`src/rtl/hazard_ctrl.sv`:
```
// Purpose: in-order pipeline hazard unit (load-use stall, branch flush, memory-wait freeze, EX operand forwarding).
// Latency: control and forwarding outputs are combinational from inputs and registered stage records; records advance 1 cycle/edge.
// Backpressure: mem_ready=0 on a load in MEM freezes every stage; a load-use hazard holds PC/IF-ID for exactly one cycle.
module hazard_ctrl (
    input  logic        clk,
    input  logic        rstn,
    input  logic        id_valid,
    input  logic [4:0]  id_rs1,
    input  logic [4:0]  id_rs2,
    input  logic [4:0]  id_rd,
    input  logic        id_regwrite,
    input  logic        id_memread,
    input  logic        br_taken,
    input  logic        mem_ready,
    output logic        pc_write,
    output logic        ifid_write,
    output logic        ifid_flush,
    output logic        idex_bubble,
    output logic        pipe_freeze,
    output logic [1:0]  fwd_a,
    output logic [1:0]  fwd_b,
    output logic [15:0] stall_cnt
);
    localparam logic [1:0] RUN      = 2'd0;
    localparam logic [1:0] LU_STALL = 2'd1;
    localparam logic [1:0] MEM_WAIT = 2'd2;

    typedef struct packed {
        logic       valid;
        logic [4:0] rs1;
        logic [4:0] rs2;
        logic [4:0] rd;
        logic       regwrite;
        logic       memread;
    } ex_rec_t;

    // Later stages only need the destination side of the record.
    typedef struct packed {
        logic       valid;
        logic [4:0] rd;
        logic       regwrite;
        logic       memread;
    } mem_rec_t;

    typedef struct packed {
        logic       valid;
        logic [4:0] rd;
        logic       regwrite;
    } wb_rec_t;

    ex_rec_t     r_ex;
    mem_rec_t    r_mem;
    wb_rec_t     r_wb;
    logic [1:0]  r_state;
    logic [15:0] r_stall_cnt;

    logic [1:0]  w_state_nxt;
    logic        w_br;
    logic        w_mem_wait;
    logic        w_load_use;

    assign w_br       = br_taken & rstn;
    assign w_mem_wait = rstn & r_mem.valid & r_mem.memread & ~mem_ready;
    // EX is always a bubble in LU_STALL, so a fresh load-use cannot arise there.
    assign w_load_use = id_valid & r_ex.valid & r_ex.memread & (r_ex.rd != 5'd0)
                      & ((r_ex.rd == id_rs1) | (r_ex.rd == id_rs2))
                      & (r_state != LU_STALL);

    always_comb begin
        pc_write    = 1'b1;
        ifid_write  = 1'b1;
        ifid_flush  = 1'b0;
        idex_bubble = 1'b0;
        pipe_freeze = 1'b0;
        w_state_nxt = RUN;
        if (w_mem_wait) begin
            pipe_freeze = 1'b1;
            pc_write    = 1'b0;
            ifid_write  = 1'b0;
            w_state_nxt = MEM_WAIT;
        end else if (w_br) begin
            ifid_flush  = 1'b1;
            idex_bubble = 1'b1;
        end else if (w_load_use) begin
            pc_write    = 1'b0;
            ifid_write  = 1'b0;
            idex_bubble = 1'b1;
            w_state_nxt = LU_STALL;
        end
    end

    always_comb begin
        fwd_a = 2'b00;
        fwd_b = 2'b00;
        if (r_mem.valid && r_mem.regwrite && (r_mem.rd != 5'd0) && (r_mem.rd == r_ex.rs1))
            fwd_a = 2'b10;
        else if (r_wb.valid && r_wb.regwrite && (r_wb.rd != 5'd0) && (r_wb.rd == r_ex.rs1))
            fwd_a = 2'b01;
        if (r_mem.valid && r_mem.regwrite && (r_mem.rd != 5'd0) && (r_mem.rd == r_ex.rs2))
            fwd_b = 2'b10;
        else if (r_wb.valid && r_wb.regwrite && (r_wb.rd != 5'd0) && (r_wb.rd == r_ex.rs2))
            fwd_b = 2'b01;
    end

    always_ff @(posedge clk or negedge rstn) begin
        if (!rstn) begin
            r_state     <= RUN;
            r_ex        <= '0;
            r_mem       <= '0;
            r_wb        <= '0;
            r_stall_cnt <= '0;
        end else begin
            r_state <= w_state_nxt;
            if (!pc_write && (r_stall_cnt != 16'hFFFF))
                r_stall_cnt <= r_stall_cnt + 16'd1;
            if (!pipe_freeze) begin
                r_wb.valid     <= r_mem.valid;
                r_wb.rd        <= r_mem.rd;
                r_wb.regwrite  <= r_mem.regwrite;
                r_mem.valid    <= r_ex.valid;
                r_mem.rd       <= r_ex.rd;
                r_mem.regwrite <= r_ex.regwrite;
                r_mem.memread  <= r_ex.memread;
                if (idex_bubble || !id_valid) begin
                    r_ex <= '0;
                end else begin
                    r_ex.valid    <= 1'b1;
                    r_ex.rs1      <= id_rs1;
                    r_ex.rs2      <= id_rs2;
                    r_ex.rd       <= id_rd;
                    r_ex.regwrite <= id_regwrite;
                    r_ex.memread  <= id_memread;
                end
            end
        end
    end

    assign stall_cnt = r_stall_cnt;
endmodule

```
`config.mk`:
```
export PLATFORM = sky130hd
export DESIGN_NAME = hazard_ctrl
export DESIGN_NICKNAME = d
export VERILOG_FILES = /design/src/rtl/hazard_ctrl.sv
export SDC_FILE = /design/constraint.sdc
export NUM_CORES = 1
export LEC_CHECK = 0
export ABC_AREA = 0
export CAP_MARGIN = 20
export CORE_ASPECT_RATIO = 0.6
export CORE_MARGIN = 1
export CORE_UTILIZATION = 45
export DETAILED_ROUTE_END_ITERATION = 7
export PLACE_DENSITY = 0.7
export SLEW_MARGIN = 40
export SYNTH_ARGS = -nofsm -noshare
export SYNTH_HDL_FRONTEND = slang
export SYNTH_SLANG_ARGS = --single-unit
```
`constraint.sdc`:
```
create_clock -name clk -period 3.6 [get_ports clk]
set_input_delay 0.72 -clock clk [delete_from_list [all_inputs] [get_ports clk]]
set_output_delay 0.72 -clock clk [all_outputs]
set_load 0.01 [all_outputs]
```
# Yosys cells after proc, flatten, opt, wreduce, memory -nomap -nowiden
# Cells that the tools add are included.
dict set report totals {
  output_inout_bits 25
  reg_bits 51
}
dict set report op_classes {
  n_reduce_logical 15
  addsub 1
  n_bitwise 11
  n_mux 17
  eq_ne 8
}
# op count
set ops {}
lappend ops {{5-bit equality test} 6}
lappend ops {{18-bit two-way mux} 1}
lappend ops {{16-bit by 1-bit adder with 16-bit output (second input constant)} 1}
lappend ops {{16-bit != test (second input constant)} 1}
lappend ops {{5-bit nonzero test} 3}
lappend ops {{1-bit two-way mux} 13}
lappend ops {{1-bit bitwise AND} 9}
lappend ops {{1-bit logical AND} 9}
lappend ops {{2-bit two-way mux} 3}
lappend ops {{1-bit logical NOT} 2}
lappend ops {{2-bit by 1-bit != test with 1-bit output (second input constant)} 1}
lappend ops {{1-bit logical OR} 1}
lappend ops {{1-bit NOT} 1}
lappend ops {{1-bit bitwise OR} 1}

# Depth between registers and ports, before layout
# Gate-level depths: netlist of run 1.
dict set report logic_depth {
  ltp_word 10
  depth_mapped 9
}

# Worst setup path after synthesis of run 1
# No wires, ideal clock.
dict set report synth_path {
  kind {reg-to-output}
  startpoint {register r_mem[3] (netlist name)}
  endpoint {output port fwd_b[0]}
  path_stages_with_launch 5
  t_required_ns 2.880
  slack_ns 1.169
  n_path_buf 0
  arrival_time_ns 1.711
  path_cell_list {dfrtp_1 > or4_1 > o211ai_1 > nor4_1 > nor4_1}
}
dict set report synth_between {
  elab_chain_cells 4
  elab_cells_between_ends 5
  cone_classes {eq/ne: 1; mux: 1; reduce/logical: 3}
}
# element line_no
set synth_rtl {}
lappend synth_rtl {{start: declaration} 52} ;# mem_rec_t r_mem;
lappend synth_rtl {{5-bit nonzero test} 99} ;# if (r_mem.valid && r_mem.regwrite && (r_mem.rd != 5'd0) && (r_mem.rd == r_ex.rs2))
lappend synth_rtl {{1-bit logical AND} 99}
lappend synth_rtl {{1-bit logical AND *} 99}
lappend synth_rtl {{2-bit two-way mux *} 99}
lappend synth_rtl {{end: declaration} 21} ;# output logic [1:0] fwd_b,
# Mark *: on every way between the ends. The rest lies on a longest branch, timed or not.

# Final worst setup path of run 1
dict set report layout_path {
  startpoint {input port id_rs1[4]}
  endpoint {output port ifid_write}
}
dict set report layout_between {
  elab_chain_cells 7
}
# element line_no
set layout_rtl {}
lappend layout_rtl {{start: declaration} 8} ;# input logic [4:0] id_rs1,
lappend layout_rtl {{5-bit equality test} 66} ;# & ((r_ex.rd == id_rs1) | (r_ex.rd == id_rs2))
lappend layout_rtl {{1-bit bitwise OR} 66}
lappend layout_rtl {{1-bit bitwise AND} 66}
lappend layout_rtl {{1-bit bitwise AND} 67} ;# & (r_state != LU_STALL);
lappend layout_rtl {{1-bit two-way mux} 84} ;# end else if (w_load_use) begin
lappend layout_rtl {{1-bit two-way mux} 81} ;# end else if (w_br) begin
lappend layout_rtl {{1-bit two-way mux} 76} ;# if (w_mem_wait) begin
lappend layout_rtl {{end: declaration} 16} ;# output logic ifid_write,
# No other way between the ends.

==> flow_metrics.env, run 1 <==
export IMPL_run_status="complete, no violations"
export IMPL_worstPathRequired_ps=2880
export IMPL_dr_total_vias=2038
export IMPL_critPathKind="input port to primary output"
export IMPL_seqCellArea_um2=1280
export IMPL_slew_headroom=0.573
export IMPL_final_setup_viol_count=0
export IMPL_cts_tree="yes"
export IMPL_finalCritPeriodShare=0.932
export IMPL_slew_violations=0
export IMPL_final_cell_mix="nand2_1, dfrtp_1, clkdlybuf4s50_1"
export IMPL_cts_buffers=5
export IMPL_drc=0
export IMPL_hpwl_um=4490
export IMPL_first_iter_violations=93
export IMPL_clock_latency_ps=310
export IMPL_syn_inst=264
export IMPL_grt_first_pass_wirelength_um=9770
export IMPL_met2_usage=0.307
export IMPL_multi_input_area_um2=1190
export IMPL_start_util=0.483
export IMPL_core_area_um2=5230
export IMPL_max_stage_delay_ps=610
export IMPL_worst_pin_slew_ps=639
export IMPL_grt_overflow=0
export IMPL_use_met3=0.0620
export IMPL_maxCapViolCount=0
export IMPL_final_nets=337
export IMPL_placementRows=20
export IMPL_dieArea_um2=5930
export IMPL_pin_count=47
export IMPL_hp_class="input port to asynchronous set/reset pin"
export IMPL_worst_hold_slack_ps=481
export IMPL_clkSinkCount=51
export IMPL_fp_dieW_um=98.7
export IMPL_startpoint="id_rs1[4]"
export IMPL_ir_drop_mv=0.153
export IMPL_root_buffer="clkbuf_8"
export IMPL_grt_max_degree=33
export IMPL_cts_setup_buffers=0
export IMPL_path_buf_inv=3
export IMPL_wl_per_cell_um=15.8
export IMPL_clk_pin_slew_ps=100
export IMPL_syn_area_um2=2530
export IMPL_max_freq_mhz=298
export IMPL_holdBufCountCts=0
export IMPL_yosys_warnings=0
export IMPL_final_common_cell="nand2_1"
export IMPL_period_needed_ps=3360
export IMPL_drive_gt1_frac=0.0762
export IMPL_ys_types=37
export IMPL_crit_arrival_ps=2640
export IMPL_r2r_start="stall_cnt[0]"
export IMPL_port_buffers=46
export IMPL_crit_slowest_cell="clkdlybuf4s50_1"
export IMPL_clk_path_buf_depth=2
export IMPL_area_growth_syn_to_layout_pct=26.0
export IMPL_path_cells="clkdlybuf4s50_1, xnor2_1, nand3_1, o22ai_1, buf_4, a21oi_1, clkdlybuf4s50_1"
export IMPL_first_pass_iters=4
export IMPL_fin_area_um2=3180
export IMPL_start_kind="input port"
export IMPL_synth_nets=287
export IMPL_rsz0062_at_grt="false"
export IMPL_busiest_layer="met1"
export IMPL_end_kind="primary output"
export IMPL_first_global_vias=1924
export IMPL_gr_usage_all_layers=0.224
export IMPL_wirelength_um=6010
export IMPL_n_antenna_cell=0
export IMPL_p_leak_nw=1.50
export IMPL_crit_fanout=4
export IMPL_antenna_found_initial=0
export IMPL_gp_congestion=0.890
export IMPL_powerDensity_nw_per_um2=391
export IMPL_antenna_left=0
export IMPL_grt_use_met1=0.343
export IMPL_via_per_inst=5.35
export IMPL_nFillCells=454
export IMPL_ys_seq_area_frac=0.505
export IMPL_dpl_cell_area_um2=3060
export IMPL_ctsResizeCount=0
export IMPL_htreeDepth=2
export IMPL_cpMostUsedCell="clkdlybuf4s50_1"
export IMPL_critPathTopFamily="buffers and inverters"
export IMPL_synth_area_per_cell_um2=9.57
export IMPL_finClkSkew_ps=9.23
export IMPL_ys_ff_latch=51
export IMPL_final_setup_tns_ps=0
export IMPL_die_y_um=60.0
export IMPL_hold_violations=0
-- power by group --
group / switching [mW] / total (mW) / internal, mW
Combinational: 0.0765 / 0.173 / 0.0963
Sequential: 0.0442 / 0.650 / 0.606
Clock: 0.195 / 0.420 / 0.225
Total: 0.315 / 1.24 / 0.928
-- through the flow --
stage / util / setup WS, ps / total power [mW] / std cells
finish: 0.608 / 243 / 1.24 / 381
global route: 0.608 / 179 / 1.30 / 381
CTS: 0.608 / 264 / 1.25 / 381
detailed placement: 0.586 / 283 / 0.835 / 373
global placement: 0.586 / 371 / 0.829 / 373
floorplan: - / 1170 / 0.740 / 264
-- state kept, by name, summed over array words and instances, names as in the netlist --
name       cells
r_ex          18
stall_cnt     16
r_mem          8
r_wb           7
r_state        2
-- final timing paths --
| path | end | slack [ps] | cells past startpoint |
|---|---|---|---|
| max | ifid_write | 240 | 7 |
| min | stall_cnt[3] | 480 | 2 |
| max reg2reg | stall_cnt[11] | 1190 | 7 |
| min reg2reg | r_wb[0] | 500 | 2 |
| max in group asynchronous | r_wb[2] | 2770 | 2 |
| min in group clk | r_wb[0] | 500 | 2 |
-- cell usage after synthesis --
cell,n,area [um^2]
a211oi_1,1,7.51
or2_2,1,6.26
o31a_1,2,17.5
a21oi_1,2,10.0
dfrtp_1,51,1280
buf_6,1,11.3
mux2_4,1,15.0
xnor2_1,21,184
o211ai_1,2,15.0
inv_1,2,7.51
and2_2,1,7.51
ha_1,1,12.5
nand4_1,2,12.5
o22ai_1,2,12.5
clkinv_1,1,3.75
nand2b_1,3,18.8
and3_1,2,12.5
nor2b_1,1,6.26
nor4b_1,1,8.76
and4bb_1,1,12.5
nand2_1,79,297
or3_4,1,11.3
clkbuf_1,6,22.5
nor4_1,5,31.3
or4_1,3,22.5
nor4_2,1,12.5
buf_4,1,7.51
o21ai_0,18,90.1
or2_4,1,8.76
a31oi_4,1,21.3
nor2_1,6,22.5
xor2_1,24,210
nand3_1,10,50.1
nor3b_2,2,25.0
buf_1,1,3.75
nor3b_1,1,7.51
nor3_1,5,25.0
-- layer usage --
layer / vias up / wire length (um)
met2: 88 / 2370
met4: 0 / 104
li1: 975 / -
met3: 13 / 552
met5: - / 0
met1: 962 / 2980
-- cells by family after synthesis --
kind of cell / share of synthesized area
flip-flops: 0.505
adder cells (fa/ha/maj): 0.00495
AO/OA/AOI/OAI: 0.0688
buffers and inverters: 0.0223
AND/OR/NAND/NOR: 0.237
multiplexers: 0.00594
XOR/XNOR: 0.156
-- final cells by class --
type | count | area share
inverters | 3 | 0.00354
repair buffers | 52 | 0.157
clock buffers | 6 | 0.0260
flip-flops and latches | 51 | 0.401
clock inverters | 2 | 0.0110
multi-input cells | 201 | 0.375
well taps | 66 | 0.0260
No activity file was read; power rests on OpenSTA's default activity.
==> inputs of run 2 (changes only) <==
--- a/config.mk
+++ b/config.mk
@@ -10,9 +10,11 @@
 export CORE_ASPECT_RATIO = 0.6
 export CORE_MARGIN = 1
 export CORE_UTILIZATION = 45
+export CTS_CLUSTER_SIZE = 24
 export DETAILED_ROUTE_END_ITERATION = 7
 export PLACE_DENSITY = 0.7
 export SLEW_MARGIN = 40
 export SYNTH_ARGS = -nofsm -noshare
 export SYNTH_HDL_FRONTEND = slang
 export SYNTH_SLANG_ARGS = --single-unit
+export TNS_END_PERCENT = 100
==> results of run 2 <==
No change in the layout: final DEF, timing and power equal those of run 1.
